File: config.mk
export PLATFORM = sky130hd
export DESIGN_NAME = uart_tx_arbiter
export DESIGN_NICKNAME = d
export VERILOG_FILES = /design/src/rtl/uart_pkg.sv /design/src/rtl/uart_tx_arbiter_rr_pick.sv /design/src/rtl/uart_tx_arbiter.sv
export SDC_FILE = /design/constraint.sdc
export NUM_CORES = 1
export LEC_CHECK = 0
export CAP_MARGIN = 0
export CORE_ASPECT_RATIO = 0.9
export CORE_MARGIN = 4
export CORE_UTILIZATION = 50
export CTS_BUF_LIST = sky130_fd_sc_hd__clkbuf_16
export DETAILED_ROUTE_END_ITERATION = 16
export PLACE_DENSITY = 0.78
export SLEW_MARGIN = 20
export SYNTH_ARGS = -nofsm -noshare
export SYNTH_HDL_FRONTEND = slang
export SYNTH_SLANG_ARGS = --single-unit
File: constraint.sdc
create_clock -name clk -period 9.55 [get_ports clk]
set_input_delay 1.91 -clock clk [delete_from_list [all_inputs] [get_ports clk]]
set_output_delay 1.91 -clock clk [all_outputs]
set_load 0.01 [all_outputs]
File: src/rtl/uart_pkg.sv
// Shared types and constants for the UART transmit arbiter.
package uart_pkg;

  localparam int MAX_CLIENTS = 16;
  localparam int LOCK_CNT_W  = 16;

  typedef enum logic [1:0] {
    ARB   = 2'd0,
    ISSUE = 2'd1,
    WAIT  = 2'd2
  } arb_state_t;

endpackage

File: src/rtl/uart_tx_arbiter_rr_pick.sv
// Combinational round-robin picker: searches upward from last+1, wrapping at N.
module rr_pick #(
  parameter int N = 4,
  localparam int IW = (N > 1) ? $clog2(N) : 1
) (
  input  logic [N-1:0]  req_mask,
  input  logic [IW-1:0] last,
  output logic [N-1:0]  gnt_onehot,
  output logic [IW-1:0] gnt_idx,
  output logic          any
);

  always_comb begin
    // NOTE: every output gets a default before the search loop so no latch is inferred.
    gnt_onehot = '0;
    gnt_idx    = '0;
    any        = 1'b0;
    for (int off = 1; off <= N; off++) begin
      int idx;
      idx = int'(last) + off;
      if (idx >= N) idx = idx - N;
      if (!any && req_mask[IW'(idx)]) begin
        any                 = 1'b1;
        gnt_onehot[IW'(idx)] = 1'b1;
        gnt_idx             = IW'(idx);
      end
    end
  end

endmodule

File: src/rtl/uart_tx_arbiter.sv
// Shares one uart_tx among NUM_CLIENTS byte producers: round-robin accept,
// one req pulse per byte, optional message lock with stall timeout.
module uart_tx_arbiter #(
  parameter int NUM_CLIENTS  = 4,
  parameter int LOCK_TIMEOUT = 1024,
  localparam int IDW = $clog2(NUM_CLIENTS)
) (
  input  logic                     clk,
  input  logic                     rst,
  input  logic [NUM_CLIENTS-1:0]   cli_valid,
  input  logic [8*NUM_CLIENTS-1:0] cli_data,
  input  logic [NUM_CLIENTS-1:0]   cli_last,
  output logic [NUM_CLIENTS-1:0]   cli_ready,
  output logic [7:0]               tx_data,
  output logic                     tx_req,
  input  logic                     tx_empty,
  output logic [IDW-1:0]           grant_id,
  output logic                     lock_active,
  output logic                     busy,
  output logic                     proto_err
);
  import uart_pkg::*;

  arb_state_t            state_q;
  logic [7:0]            tx_data_q;
  logic                  tx_req_q;
  logic [IDW-1:0]        grant_q;
  logic                  lock_q;
  logic                  proto_err_q;
  logic [LOCK_CNT_W-1:0] cnt_q;

  logic [NUM_CLIENTS-1:0] owner_mask;
  logic [NUM_CLIENTS-1:0] elig_mask;
  logic [NUM_CLIENTS-1:0] gnt_onehot;
  logic [IDW-1:0]         gnt_idx;
  logic                   gnt_any;
  logic                   accept;
  logic                   owner_stall;
  logic [LOCK_CNT_W-1:0]  cnt_inc;

  always_comb begin
    owner_mask          = '0;
    owner_mask[grant_q] = 1'b1;
  end

  assign elig_mask = lock_q ? (cli_valid & owner_mask) : cli_valid;

  rr_pick #(.N(NUM_CLIENTS)) u_rr_pick (
    .req_mask   (elig_mask),
    .last       (grant_q),
    .gnt_onehot (gnt_onehot),
    .gnt_idx    (gnt_idx),
    .any        (gnt_any)
  );

  // Gating with rst keeps the combinational handshake quiet while reset is held.
  assign accept      = !rst && (state_q == ARB) && tx_empty && gnt_any;
  assign cli_ready   = accept ? gnt_onehot : '0;
  assign owner_stall = lock_q && !cli_valid[grant_q];
  assign cnt_inc     = cnt_q + 1'b1;

  // NOTE: sequential state uses non-blocking assignments so all registers update together.
  always_ff @(posedge clk or posedge rst) begin
    if (rst) begin
      state_q     <= ARB;
      tx_data_q   <= '0;
      tx_req_q    <= 1'b0;
      grant_q     <= IDW'(NUM_CLIENTS - 1);
      lock_q      <= 1'b0;
      proto_err_q <= 1'b0;
      cnt_q       <= '0;
    end else begin
      tx_req_q <= 1'b0;
      case (state_q)
        ARB: begin
          if (accept) begin
            tx_data_q <= cli_data[8*gnt_idx +: 8];
            grant_q   <= gnt_idx;
            lock_q    <= ~cli_last[gnt_idx];
            cnt_q     <= '0;
            tx_req_q  <= 1'b1;
            state_q   <= ISSUE;
          end else if (!lock_q) begin
            cnt_q <= '0;
          end else if (owner_stall) begin
            // A stalled owner forfeits its lock once the budget is spent.
            if (cnt_inc == LOCK_CNT_W'(LOCK_TIMEOUT)) begin
              lock_q <= 1'b0;
              cnt_q  <= '0;
            end else begin
              cnt_q <= cnt_inc;
            end
          end
        end
        ISSUE: begin
          if (!tx_empty) proto_err_q <= 1'b1;
          state_q <= WAIT;
        end
        WAIT: begin
          if (tx_empty) state_q <= ARB;
        end
        default: state_q <= ARB;
      endcase
    end
  end

  assign tx_data     = tx_data_q;
  assign tx_req      = tx_req_q;
  assign grant_id    = grant_q;
  assign lock_active = lock_q;
  assign busy        = (state_q != ARB);
  assign proto_err   = proto_err_q;

endmodule

# --- After elaboration in Yosys (flattened, before gate mapping) ---
# Index checks and enable logic that the tools add are counted.
totals:
  register_bits: 31
  out_inout_bits: 18
classes:
  addsub: 9
  order_cmp: 15
  eq_ne: 6
  shifts: 1
  mux: 57
  bitwise: 6
  n_reduce_logical: 23
op_table:
  columns: ["operator", "n"]
  rows:
  - ["two-way mux 16 bit", 4]
  - ["variable part select 32 x 6 -> 8 bit", 1]
  - ["two-way mux 1 bit", 25]
  - ["two-way mux 4 bit", 6]
  - ["two-way mux 2 bit", 10]
  - ["adder 16 x 1 -> 16 bit, second input constant", 1]
  - ["== test 16 x 11 -> 1 bit, second input constant", 1]
  - ["less-than comparator 2 x 4 -> 1 bit, second input constant", 4]
  - ["binary-select mux 1 bit (select 2 bit)", 6]
  - ["logical AND 1 bit", 12]
  - ["bitwise OR 4 bit", 3]
  - ["demux 1 bit (select 2 bit)", 5]
  - [">= comparator 2 x 1 -> 1 bit, second input constant", 5]
  - [">= comparator 3 bit, second input constant", 3]
  - ["AND reduction 2 bit", 4]
  - ["subtractor 2 x 1 -> 2 bit, second input constant", 4]
  - ["adder 2 x 2 -> 3 bit, second input constant", 2]
  - ["less-than comparator 2 x 3 -> 1 bit, second input constant", 2]
  - ["one-hot mux 2 bit (3 select lines)", 1]
  - ["logical NOT 1 bit", 5]
  - ["adder 2 x 3 -> 4 bit, second input constant", 1]
  - ["bitwise AND 4 bit", 1]
  - [">= comparator 4 x 3 -> 1 bit, second input constant", 1]
  - ["!= test 2 bit, second input constant", 2]
  - ["7 further kinds", 8]

# --- Logic depth before layout (Yosys ltp) ---
# Gate-level depths: netlist of the first run.
logic_depth:
  depth_word: 23
  mapped_depth: 13
  ltp_nobuf: 9

# --- Modules after synthesis ---
# A second synthesis of the first run with hierarchy kept.
hier_totals:
  cells_unflattened: 285
  area_unflattened_um2: 2482.4
by_module_without_submodules:
  columns: ["module", "n_inst", "cells_each", "area_per_inst_um2", "seq_area_each_um2"]
  rows:
  - ["uart_tx_arbiter", 1, 232, 2004.4, 778.2]
  - ["rr_pick", 1, 53, 478.0, 0.0]

# --- Least setup slack after synthesis of the first run ---
# Ideal clock, no wire load.
synth_path:
  path_kind: "input -> output"
  startpoint: "in cli_valid[3]"
  endpoint: "out cli_ready[0]"
  t_arrival_ns: 3.225
  required_time_ns: 7.640
  slack_ns: 4.415
  cell_stages: 5
  n_path_buf: 1
  cell_sequence: "mux2i_1 a21oi_1 o41ai_4 clkbuf_1 a31oi_1"
synth_between:
  elab_chain_cells: 17
  elab_cells_between_ends: 33
  cone_classes: "mux: 22; bitwise: 4; reduce/logical: 7"
synth_lines:
  columns: ["element", "line", "text"]
  rows:
  - ["start, declared", "uart_tx_arbiter.sv:10", "input logic [NUM_CLIENTS-1:0] cli_valid,"]
  - ["bitwise AND 4 bit", "uart_tx_arbiter.sv:46", "assign elig_mask = lock_q ? (cli_valid & owner_mask) : cli_valid;"]
  - ["two-way mux 4 bit *", "uart_tx_arbiter.sv:46", null]
  - ["binary-select mux 1 bit (select 2 bit)", "uart_tx_arbiter_rr_pick.sv:22", "if (!any && req_mask[IW'(idx)]) begin"]
  - ["two-way mux 1 bit (not written as such) (2 in series)", "uart_tx_arbiter_rr_pick.sv:22", null]
  - ["two-way mux 1 bit", "uart_tx_arbiter_rr_pick.sv:22", null]
  - ["logical NOT 1 bit", "uart_tx_arbiter_rr_pick.sv:22", null]
  - ["logical AND 1 bit", "uart_tx_arbiter_rr_pick.sv:22", null]
  - ["two-way mux 1 bit", "uart_tx_arbiter_rr_pick.sv:22", null]
  - ["logical NOT 1 bit", "uart_tx_arbiter_rr_pick.sv:22", null]
  - ["logical AND 1 bit", "uart_tx_arbiter_rr_pick.sv:22", null]
  - ["two-way mux 1 bit", "uart_tx_arbiter_rr_pick.sv:22", null]
  - ["logical NOT 1 bit", "uart_tx_arbiter_rr_pick.sv:22", null]
  - ["logical AND 1 bit", "uart_tx_arbiter_rr_pick.sv:22", null]
  - ["two-way mux 1 bit", "uart_tx_arbiter_rr_pick.sv:22", null]
  - ["logical AND 1 bit", "uart_tx_arbiter.sv:57", "assign accept = !rst && (state_q == ARB) && tx_empty && gnt_any;"]
  - ["two-way mux 4 bit *", "uart_tx_arbiter.sv:58", "assign cli_ready = accept ? gnt_onehot : '0;"]
  - ["end, declared", "uart_tx_arbiter.sv:13", "output logic [NUM_CLIENTS-1:0] cli_ready,"]
# Mark *: on every way between the ends. The rest lies on a longest branch, timed or not. The select of a mux whose other input is x is not followed.

# --- Final worst setup path of the first run ---
layout_path:
  startpoint: "in cli_valid[3]"
  endpoint: "out cli_ready[2]"
# The elaborated chain is that of the path after synthesis.

==> metrics.log, run 1 <==
INFO  metric slew_headroom = 31.73%
INFO  metric worst_setup_path_start_kind = input pin
INFO  metric ant_nets = 0
INFO  metric synth_async_sr_flop_share = 100.0%
INFO  metric n_antenna_cell = 0
INFO  metric timing.final.crit_share = 66.64%
INFO  metric tritoncts = yes
INFO  metric worst_ep_required_time = 7640 ps
INFO  metric post-cts-setup-buffers = 0
INFO  metric synthesis.yosys.warnings = 0
INFO  metric post_cts_resized = 0
INFO  metric seq_power_share = 21.9%
INFO  metric comb_power_share = 65.1%
INFO  metric std_cell_rows = 25
INFO  metric wl_per_cell = 17.23 um
INFO  metric routed-via-count = 2970
INFO  metric drv.max_cap_violation_count = 0
INFO  metric drc_errors = 0
INFO  metric final.setup.tns = 0 ps
INFO  metric unrepaired_setup_endpoints_after_global_routing = no
INFO  metric layout.cell_area.non_filler = 3561 sq um
INFO  metric final_layout_size_suffix_gt1_share = 8.290%
INFO  metric critical_path_arrival = 4450 ps
INFO  metric die_width = 87.60 um
INFO  metric worstSetupEndpointType = output port
INFO  metric p_per_area = 314.7 nW/um^2
INFO  metric core_area = 5380 sq um
INFO  metric slew_viol_final = 0
INFO  metric post-dp-hpwl = 5472 um
INFO  metric cts.path.max_buffers = 2
INFO  metric grt_start_max_net_pins = 24
INFO  metric post_cts_hold_buffer_count = 0
INFO  metric area_contributors_post_synth = dfrtp_1 25%, o31ai_1 6.3%, nand2_1 5.7%
INFO  metric first_pass_grt_wire_length = 13170 um
INFO  metric power.switching = 0.5736 mW
INFO  metric area_growth = 24.88%
INFO  metric worst_pin_slew = 1021 ps
INFO  metric clock_power_share = 13.0%
INFO  metric detail_route.iter0.violations = 177
INFO  metric drt-vias-per-instance = 6.556
INFO  metric synth.yosys.seq_area_share = 27.29%
INFO  metric fillers = 435
INFO  metric cts_sinks = 31
INFO  metric synth_top_cells_by_count = 43 x nand2_1, 29 x dfrtp_1, 24 x o31ai_1
INFO  metric synthFlopType = dfrtp_1
INFO  metric finish.net_count = 437
INFO  metric critical_path.max_fanout = 19
INFO  metric synthMostInstantiatedCell = nand2_1
INFO  metric design.portCount = 61
INFO  metric die_area = 6976 sq um
INFO  metric synth_nets = 395
INFO  metric synthDominantAreaCellType = dfrtp_1
INFO  metric internal_power = 0.5472 mW
INFO  metric cts_inserted_buffers = 5
INFO  metric die_height = 79.64 um
INFO  metric finalHoldViolCount = 0
INFO  metric totalWireLength = 7803 um
INFO  metric critical_path_class = in2out
INFO  metric groute.usage.overall = 23.07%
INFO  metric clock.fmax = 157.1 MHz
INFO  metric layout_min_cycle_time = 6364 ps
INFO  metric floorplan.initialDensity = 53.00%
INFO  metric clk-insertion-delay-late = 270 ps
INFO  metric run_status = finished, final reports clean
INFO  metric grt_pass1_vias = 2797
INFO  metric root_buffer = clkbuf_16
INFO  metric power_switching_share = 51.17%
INFO  metric htree_num_levels = 2
INFO  metric synth_enable_flop_cells = 0
INFO  metric synthDistinctLibCells = 66
INFO  metric drt_pre_antenna_iters = 4
INFO  metric clock_skew = 4.828 ps
INFO  metric port-buffer-count = 60
INFO  metric postSynthRegisterBits = 31
INFO  metric timing.final.setup_violations = 0
INFO  metric synth_largest_type_area_fraction = 25.45%
INFO  metric holdCritPathClass = reg2reg
INFO  metric synthesized_instance_count = 343
INFO  metric gp_routability_congestion = 0.9182
INFO  metric max-vdd-ir-drop = 181.1 uV
INFO  metric syn_area_per_cell = 8.313 sq um
INFO  metric netlist_area = 2851 sq um
INFO  metric cts.clk_slew.worst_paths = 50 ps
INFO  metric total_leakage_power = 1.366 nW
INFO  metric grt.overflow.total = 0
INFO  metric number_of_antenna_violations_at_the_first_check_in_global_routing = 0
INFO  metric postPlaceCellArea = 3413 sq um
cell families (layout without fill, tap and decap cells):
logic type | count (synthesis) | in the layout | share of synthesized area, %
flops | 31 | 31 | 27.29
xor+xnor | 4 | 4 | 1.229
buf+inv | 37 | 80 | 6.143
compound gates | 121 | 121 | 33.48
fa+ha+maj | 9 | 9 | 3.949
simple gates | 130 | 130 | 23.52
mux | 11 | 11 | 4.388
final timing paths:
| check | start | end | depth (start not counted) | slack, ps |
|---|---|---|---|---|
| max in group asynchronous | rst | grant_id[0] | 3 | 6900 |
| hold reg to reg | proto_err | proto_err | 1 | 470 |
| setup / recovery | cli_valid[3] | cli_ready[2] | 6 | 3190 |
| min in group asynchronous | rst | proto_err | 2 | 1970 |
| hold / removal | proto_err | proto_err | 1 | 470 |
| setup reg to reg | grant_id[0] | cnt_q[2] | 8 | 5360 |
stage by stage:
stage                     utilization, %  total power, mW  hold slack (ps)  worst slack [ps]  cells
final                              66.19            1.121            469.5              3186    453
after global routing               66.19            1.202            516.9              2997    453
after CTS                          66.00            1.106            475.4              3241    453
after detailed placement           63.44           0.9533            464.4              3220    445
after global placement             63.44           0.9444            460.4              3359    445
after floorplan                        -           0.7836            443.4              4415    343
state kept, by name, summed over array words and instances, names as in the netlist:
register	count
cnt_q	16
grant_id	2
state_q	2
proto_err	1
tx_data	8
tx_req	1
lock_active	1
power by group through the flow:
stage / Clock (mW) / Sequential [mW] / Combinational [mW]
6_report: 0.146 / 0.245 / 0.730
2_1_floorplan: 0 / 0.217 / 0.566
5_1_grt: 0.155 / 0.252 / 0.796
3_3_place_gp: 0 / 0.242 / 0.702
3_5_place_dp: 0 / 0.242 / 0.712
4_1_cts: 0.148 / 0.243 / 0.714
layer usage:
| metal | vias to the layer above | global-route usage, % | share of wire (%) |
|---|---|---|---|
| met5 | - | 0 | 0 |
| met4 | 0 | 5.368 | 1.4 |
| met3 | 14 | 4.954 | 7.7 |
| met2 | 135 | 33.51 | 44 |
| met1 | 1413 | 34.61 | 47 |
| li1 | 1408 | - | - |
cell usage in the layout (no fill, tap or decap), types with 9 or more instances in the layout:
| master | count |
|---|---|
| dfrtp_1 | 29 |
| o21ai_1 | 10 |
| o21ai_0 | 13 |
| clkdlybuf4s50_1 | 60 |
| o31ai_1 | 24 |
| nand2_1 | 43 |
| nand3_1 | 16 |
| a211oi_1 | 11 |
| nor2_1 | 13 |
| nand4_1 | 19 |
| inv_1 | 12 |
| ha_1 | 9 |
area by class of cell:
type	count	area [sq um]	share of cell area, %
timing repair buffer	62	615.6	17.29
clock buffer	5	125.1	3.514
inverter	10	37.54	1.054
clock inverter	3	12.51	0.3514
tap	67	83.83	2.354
multi-input combinational	275	1908	53.58
sequential	31	778.2	21.86
worst max-delay path, stage by stage:
cell and delay [ps]:
clkdlybuf4s50_1 420, mux2i_1 360, a21oi_1 200, o41ai_4 950, a31oi_1 90, clkdlybuf4s50_1 530
(Power assumes the default switching activity.)
==> run 2: changes to the inputs <==
- CORE_UTILIZATION: 50 -> 47
- PLACE_DENSITY: 0.78 -> 0.77
- clock period: 9.55 -> 5.6 ns (I/O delays scaled with it)
==> metrics.log, run 2 (synthesis results as in run 1) <==
INFO  metric worst_pin_slew = 880.8 ps (was 1021 ps)
INFO  metric final-instance-count-excl-fill = 460 (was 453)
INFO  metric p_per_area = 546.3 nW/um^2 (was 314.7 nW/um^2)
INFO  metric power_switching_share = 49.60% (was 51.17%)
INFO  metric clock.fmax = 212.6 MHz
INFO  metric comb_power_share = 64.5% (was 65.1%)
INFO  metric fillers = 519 (was 435)
INFO  metric final_layout_size_suffix_gt1_share = 9.487% (was 8.290%)
INFO  metric timing.final.setup_violations = 0 (unchanged)
INFO  metric final.setup.tns = 0 ps (unchanged)
INFO  metric cts_inserted_buffers = 5 (unchanged)
INFO  metric htree_num_levels = 2 (unchanged)
INFO  metric critical_path_class = reg2out (was in2out)
INFO  metric die_width = 90.11 um (was 87.60 um)
INFO  metric largest_reg_flops = 16 (unchanged)
INFO  metric holdPathEnd = proto_err (unchanged)
INFO  metric worst_ep_required_time = 4480 ps (was 7640 ps)
INFO  metric hold_wc_startpoint = proto_err (unchanged)
INFO  metric number_of_antenna_violations_at_the_first_check_in_global_routing = 0 (unchanged)
INFO  metric timing.critical_path.slowest_stage_cell = dfstp_2 (was o41ai_4)
INFO  metric unrepaired_setup_endpoints_after_global_routing = no (unchanged)
INFO  metric power.switching = 0.9797 mW (was 0.5736 mW)
INFO  metric worst_r2r_start = grant_id[1] (was grant_id[0])
INFO  metric drt_pre_antenna_iters = 4 (unchanged)
INFO  metric gp_routability_congestion = 0.8833 (was 0.9182)
INFO  metric port-buffer-count = 60 (unchanged)
INFO  metric finish.net_count = 441 (was 437)
INFO  metric slew_headroom = 41.11% (was 31.73%)
INFO  metric std_cell_rows = 26 (was 25)
INFO  metric post-dp-hpwl = 5483 um (was 5472 um)
INFO  metric design.portCount = 61 (unchanged)
INFO  metric worstRegToRegCells = 9 (was 8)
INFO  metric groute.usage.overall = 21.81% (was 23.07%)
INFO  metric post-route-worst-setup-slack = 895.4 ps (was 3186 ps)
INFO  metric slew_viol_final = 0 (unchanged)
INFO  metric hold_depth = 1 (unchanged)
INFO  metric finalHoldViolCount = 0 (unchanged)
INFO  metric crit_path_max_incr_delay = 710 ps (was 950 ps)
INFO  metric layout_min_cycle_time = 4705 ps
INFO  metric holdCritPathClass = reg2reg (unchanged)
INFO  metric post_cts_hold_buffer_count = 0 (unchanged)
INFO  metric post-place-cells = 452 (was 445)
INFO  metric post-cts-setup-buffers = 0 (unchanged)
INFO  metric routed-via-count = 2904 (was 2970)
INFO  metric critical_path_arrival = 3580 ps (was 4450 ps)
INFO  metric first_pass_grt_wire_length = 13430 um (was 13170 um)
INFO  metric root_buffer = clkbuf_16 (unchanged)
INFO  metric reg2reg_to = cnt_q[2] (unchanged)
INFO  metric drv.max_cap_violation_count = 0 (unchanged)
INFO  metric cts.clk_slew.worst_paths = 50 ps (about the same)
INFO  metric grt_pass1_vias = 2781 (was 2797)
INFO  metric clock_power_share = 15.6% (was 13.0%)
INFO  metric post-layout-total-power = 1.975 mW (was 1.121 mW)
INFO  metric pre_cts_slack = 992.1 ps (was 3220 ps)
INFO  metric timing.final.crit_share = 84.01%
INFO  metric totalWireLength = 7835 um (was 7803 um)
INFO  metric detail_route.iter0.violations = 128 (was 177)
INFO  metric critical_path.max_fanout = 16 (was 19)
INFO  metric critical_path.cell_chain = inv_1 > ha_1 > mux2_2 > o211ai_2 > o21ai_0 > nor2_1 > and3_1 > o21ai_0 > a31oi_1 > clkdlybuf4s50_1 (was clkdlybuf4s50_1 > mux2i_1 > a21oi_1 > o41ai_4 > a31oi_1 > clkdlybuf4s50_1)
INFO  metric worst_setup_path_start_kind = flip-flop (was input pin)
INFO  metric die_height = 81.90 um (was 79.64 um)
INFO  metric core_area = 5791 sq um (was 5380 sq um)
INFO  metric internal_power = 0.9955 mW (was 0.5472 mW)
INFO  metric hold-worst-slack = 487.9 ps (was 469.5 ps)
INFO  metric cts.path.max_buffers = 2 (unchanged)
INFO  metric ant_nets = 0 (unchanged)
INFO  metric layout.cells.most_common_list = 60 x clkdlybuf4s50_1, 43 x nand2_1, 29 x dfrtp_1, 24 x o31ai_1, 19 x nand4_1 (unchanged)
INFO  metric total_leakage_power = 1.393 nW (was 1.366 nW)
INFO  metric seq_power_share = 19.9% (was 21.9%)
INFO  metric drc_errors = 0 (unchanged)
INFO  metric critical_path.most_common_cell = o21ai_0 (was clkdlybuf4s50_1)
INFO  metric wl_per_cell = 17.03 um (was 17.23 um)
INFO  metric final_common_cell = clkdlybuf4s50_1 (unchanged)
INFO  metric cts_sinks = 31 (unchanged)
INFO  metric post_cts_resized = 0 (unchanged)
INFO  metric floorplan.initialDensity = 49.24% (was 53.00%)
INFO  metric regMostFlops = cnt_q (unchanged)
INFO  metric n_antenna_cell = 0 (unchanged)
INFO  metric drt-vias-per-instance = 6.313 (was 6.556)
INFO  metric max-vdd-ir-drop = 224.5 uV (was 181.1 uV)
INFO  metric run_status = finished, final reports clean (unchanged)
INFO  metric area_growth = 26.81% (was 24.88%)
INFO  metric clock_skew = 3.731 ps (was 4.828 ps)
INFO  metric worstSetupEndpointType = output port (unchanged)
INFO  metric die_area = 7379 sq um (was 6976 sq um)
INFO  metric reg2reg_setup_slack = 1970 ps (was 5360 ps)
INFO  metric grt_start_max_net_pins = 32 (was 24)
INFO  metric grt.overflow.total = 0 (unchanged)
INFO  metric tritoncts = yes (unchanged)
INFO  metric clk-insertion-delay-late = 280 ps (was 270 ps)
-- run 2: final cells by class --
cell class	instances	area, sq um	share of cell area, %
tap	70	87.58	2.422
sequential	31	778.2	21.52
multi-input combinational	275	1898	52.49
clock buffer	5	125.1	3.460
timing repair buffer	66	645.6	17.85
inverter	10	37.54	1.038
clock inverter	3	43.79	1.211
-- run 2: routing by layer --
| metal | up-vias | global-route usage (%) | wire [um] |
|---|---|---|---|
| met1 | 1367 | 29.90 | 3637 |
| met3 | 7 | 3.846 | 484 |
| li1 | 1409 | - | - |
| met2 | 121 | 36.54 | 3634 |
| met5 | - | 0 | 0 |
| met4 | 0 | 4.434 | 79 |
-- run 2: power by group through the flow --
stage | clock network [mW] | logic [mW] | registers, mW
after global routing | 0.325 | 1.40 | 0.406
after detailed placement | 0 | 1.25 | 0.391
final | 0.308 | 1.27 | 0.393
after floorplan | 0 | 0.966 | 0.371
after CTS | 0.313 | 1.26 | 0.392
after global placement | 0 | 1.23 | 0.391
-- run 2: how the worst max path moves through the flow --
| stage | to | slack [ps] | from |
|---|---|---|---|
| after floorplan | cli_ready[2] | 1920 | grant_id[0] |
| after global placement | cli_ready[2] | 1050 | cli_valid[3] |
| after detailed placement | cli_ready[2] | 990 | cli_valid[2] |
| after CTS | cli_ready[2] | 940 | grant_id[1] |
| after global routing | cli_ready[2] | 620 | grant_id[1] |
| final | cli_ready[2] | 900 | grant_id[1] |
-- run 2: metrics by stage --
step           cell area, sq um  utilization, %
6_report                   3616           62.45
5_1_grt                    3616           62.45
4_1_cts                    3616           62.45
3_5_place_dp               3447           59.53
3_3_place_gp               3447           59.53
2_1_floorplan              2851               -
-- run 2: worst max-delay path, delay by kind of cell, from the launching register on --
kind / cells / cell delay [ps]
and+or+nand+nor: 2 / 350
AOI/OAI and AO/OA: 4 / 800
muxes: 1 / 310
buffers and inverters: 2 / 810
DFF: 1 / 710
adders and majority gates: 1 / 340
==> run 3: changes to the inputs <==
- clock period: 5.6 -> 4.1 ns (I/O delays scaled with it)
==> metrics.log, run 3 (synthesis results as in run 1) <==
INFO  metric run_status = finished, final reports clean (unchanged)
INFO  metric wl_met1 = 3757 um (was 3637 um)
INFO  metric cts.path.max_buffers = 2 (unchanged)
INFO  metric die_height = 81.90 um (unchanged)
INFO  metric hold-worst-slack = 470.9 ps (was 487.9 ps)
INFO  metric first_pass_grt_wire_length = 13390 um (was 13430 um)
INFO  metric drv.max_cap_violation_count = 0 (unchanged)
INFO  metric htree_num_levels = 2 (unchanged)
INFO  metric wl_per_cell = 17.00 um (was 17.03 um)
INFO  metric grt.overflow.total = 0 (unchanged)
INFO  metric post-cts-setup-buffers = 0 (unchanged)
INFO  metric die_width = 90.11 um (unchanged)
INFO  metric clock.fmax = 255.0 MHz
INFO  metric layout_min_cycle_time = 3921 ps
INFO  metric std_cell_rows = 26 (unchanged)
INFO  metric drc_errors = 0 (unchanged)
INFO  metric clock_power_share = 12.6% (was 15.6%)
INFO  metric crit_path_max_incr_delay = 600 ps (was 710 ps)
INFO  metric worstSetupEndpointType = output port (unchanged)
INFO  metric critical_path_class = reg2out (unchanged)
INFO  metric port-buffer-count = 60 (unchanged)
INFO  metric slew_viol_final = 0 (unchanged)
INFO  metric slew_headroom = 35.17% (was 41.11%)
INFO  metric final_layout_size_suffix_gt1_share = 12.53% (was 9.487%)
INFO  metric power_switching_share = 49.64% (was 49.60%)
INFO  metric core_area = 5791 sq um (unchanged)
INFO  metric critical-path-top-delay-family = buffers and inverters (unchanged)
INFO  metric layout.cells.most_common_list = 60 x clkdlybuf4s50_1, 43 x nand2_1, 29 x dfrtp_1, 24 x o31ai_1, 19 x nand4_1 (unchanged)
INFO  metric tritoncts = yes (unchanged)
INFO  metric comb_power_share = 67.8% (was 64.5%)
INFO  metric clk-insertion-delay-late = 280 ps (about the same)
INFO  metric final_common_cell = clkdlybuf4s50_1 (unchanged)
INFO  metric timing.critical_path.slowest_stage_cell = dfstp_2 (unchanged)
INFO  metric area_growth = 28.78% (was 26.81%)
INFO  metric top_signal_layer_used = met4 (unchanged)
INFO  metric worst_ep_required_time = 3280 ps (was 4480 ps)
INFO  metric die_area = 7379 sq um (unchanged)
INFO  metric number_of_antenna_violations_at_the_first_check_in_global_routing = 0 (unchanged)
INFO  metric post_cts_resized = 0 (unchanged)
INFO  metric holdCritPathClass = reg2reg (unchanged)
INFO  metric design.portCount = 61 (unchanged)
INFO  metric post_cts_hold_buffer_count = 0 (unchanged)
INFO  metric detail_route.iter0.violations = 166 (was 128)
INFO  metric totalWireLength = 7974 um (was 7835 um)
INFO  metric critical_path.n_buffers_inverters = 3 (was 2)
INFO  metric groute.usage.overall = 21.73% (was 21.81%)
INFO  metric post-layout-total-power = 2.724 mW (was 1.975 mW)
INFO  metric routed-via-count = 2935 (was 2904)
INFO  metric drt_pre_antenna_iters = 4 (unchanged)
INFO  metric clock_skew = 4.814 ps (was 3.731 ps)
INFO  metric regMostFlops = cnt_q (unchanged)
INFO  metric gp_routability_congestion = 0.8609 (was 0.8833)
INFO  metric finish.net_count = 450 (was 441)
INFO  metric cts.clk_slew.worst_paths = 50 ps (about the same)
INFO  metric grt_start_max_net_pins = 31 (was 32)
INFO  metric p_per_area = 741.7 nW/um^2 (was 546.3 nW/um^2)
INFO  metric root_buffer = clkbuf_16 (unchanged)
INFO  metric cts_inserted_buffers = 5 (unchanged)
INFO  metric power.switching = 1.352 mW (was 0.9797 mW)
INFO  metric post-dp-hpwl = 5656 um (was 5483 um)
INFO  metric worst_pin_slew = 968.2 ps (was 880.8 ps)
INFO  metric grt_pass1_vias = 2814 (was 2781)
INFO  metric finalHoldViolCount = 0 (unchanged)
INFO  metric seq_power_share = 19.6% (was 19.9%)
INFO  metric met3_wirelength = 449 um (was 484 um)
INFO  metric largest_reg_flops = 16 (unchanged)
INFO  metric critical_path_arrival = 3100 ps (was 3580 ps)
INFO  metric floorplan.initialDensity = 49.24% (unchanged)
INFO  metric worst_setup_path_start_kind = flip-flop (unchanged)
INFO  metric met2WireLength = 3640 um (was 3634 um)
INFO  metric cts_sinks = 31 (unchanged)
INFO  metric n_antenna_cell = 0 (unchanged)
INFO  metric critical_path.max_fanout = 7 (was 16)
INFO  metric timing.final.crit_share = 95.64%
INFO  metric max-vdd-ir-drop = 363.4 uV (was 224.5 uV)
INFO  metric drt-vias-per-instance = 6.258 (was 6.313)
INFO  metric ant_nets = 0 (unchanged)
INFO  metric critical_path.cell_chain = inv_1 > ha_1 > mux2i_2 > a221o_1 > buf_4 > nand2_1 > nor2_2 > nand3_1 > a31oi_1 > clkdlybuf4s50_1 (was inv_1 > ha_1 > mux2_2 > o211ai_2 > o21ai_0 > nor2_1 > and3_1 > o21ai_0 > a31oi_1 > clkdlybuf4s50_1)
INFO  metric internal_power = 1.372 mW (was 0.9955 mW)
INFO  metric total_leakage_power = 1.428 nW (was 1.393 nW)
INFO  metric timing.final.setup_violations = 0 (unchanged)
run 3: metal layers:
metal | up-vias | GRT usage [%]
met3 | 12 | 4.853
li1 | 1429 | -
met1 | 1396 | 29.14
met4 | 0 | 6.269
met2 | 98 | 35.50
met5 | - | 0
run 3: power groups by stage:
| stage | logic [mW] | registers, mW | clock network (mW) |
|---|---|---|---|
| 6_report | 1.85 | 0.535 | 0.343 |
| 5_1_grt | 2.01 | 0.550 | 0.367 |
| 4_1_cts | 1.80 | 0.531 | 0.349 |
| 3_5_place_dp | 1.79 | 0.530 | 0 |
| 3_3_place_gp | 1.76 | 0.531 | 0 |
| 2_1_floorplan | 1.32 | 0.506 | 0 |
run 3: layout make-up:
class	count	area [sq um]
Inverter	10	37.54
Fill cell	516	2118
Timing Repair Buffer	75	716.9
Clock inverter	3	12.51
Multi-Input combinational cell	275	1914
Tap cell	70	87.58
Sequential cell	31	778.2
Clock buffer	5	125.1
run 3: worst paths after layout:
kind,from,slack [ps],cells past startpoint,end
worst min register to register,proto_err,470,1,proto_err
max in group asynchronous,rst,2530,3,grant_id[1]
worst max register to register,grant_id[1],810,12,cnt_q[3]
worst min-delay path,proto_err,470,1,proto_err
min in group asynchronous,rst,1000,2,proto_err
worst max-delay path,grant_id[0],180,10,cli_ready[3]
run 3: stage by stage:
stage | util [%] | worst slack, ps | setup TNS, ps | area (sq um) | cells
5_1_grt | 63.42 | -20.78 | -23.26 | 3672 | 469
3_3_place_gp | 60.70 | 223.3 | 0 | 3515 | 461
6_report | 63.42 | 178.8 | 0 | 3672 | 469
3_5_place_dp | 60.70 | 131.1 | 0 | 3515 | 461
2_1_floorplan | - | 719.9 | 0 | 2851 | 343
4_1_cts | 63.07 | 90.24 | 0 | 3652 | 469
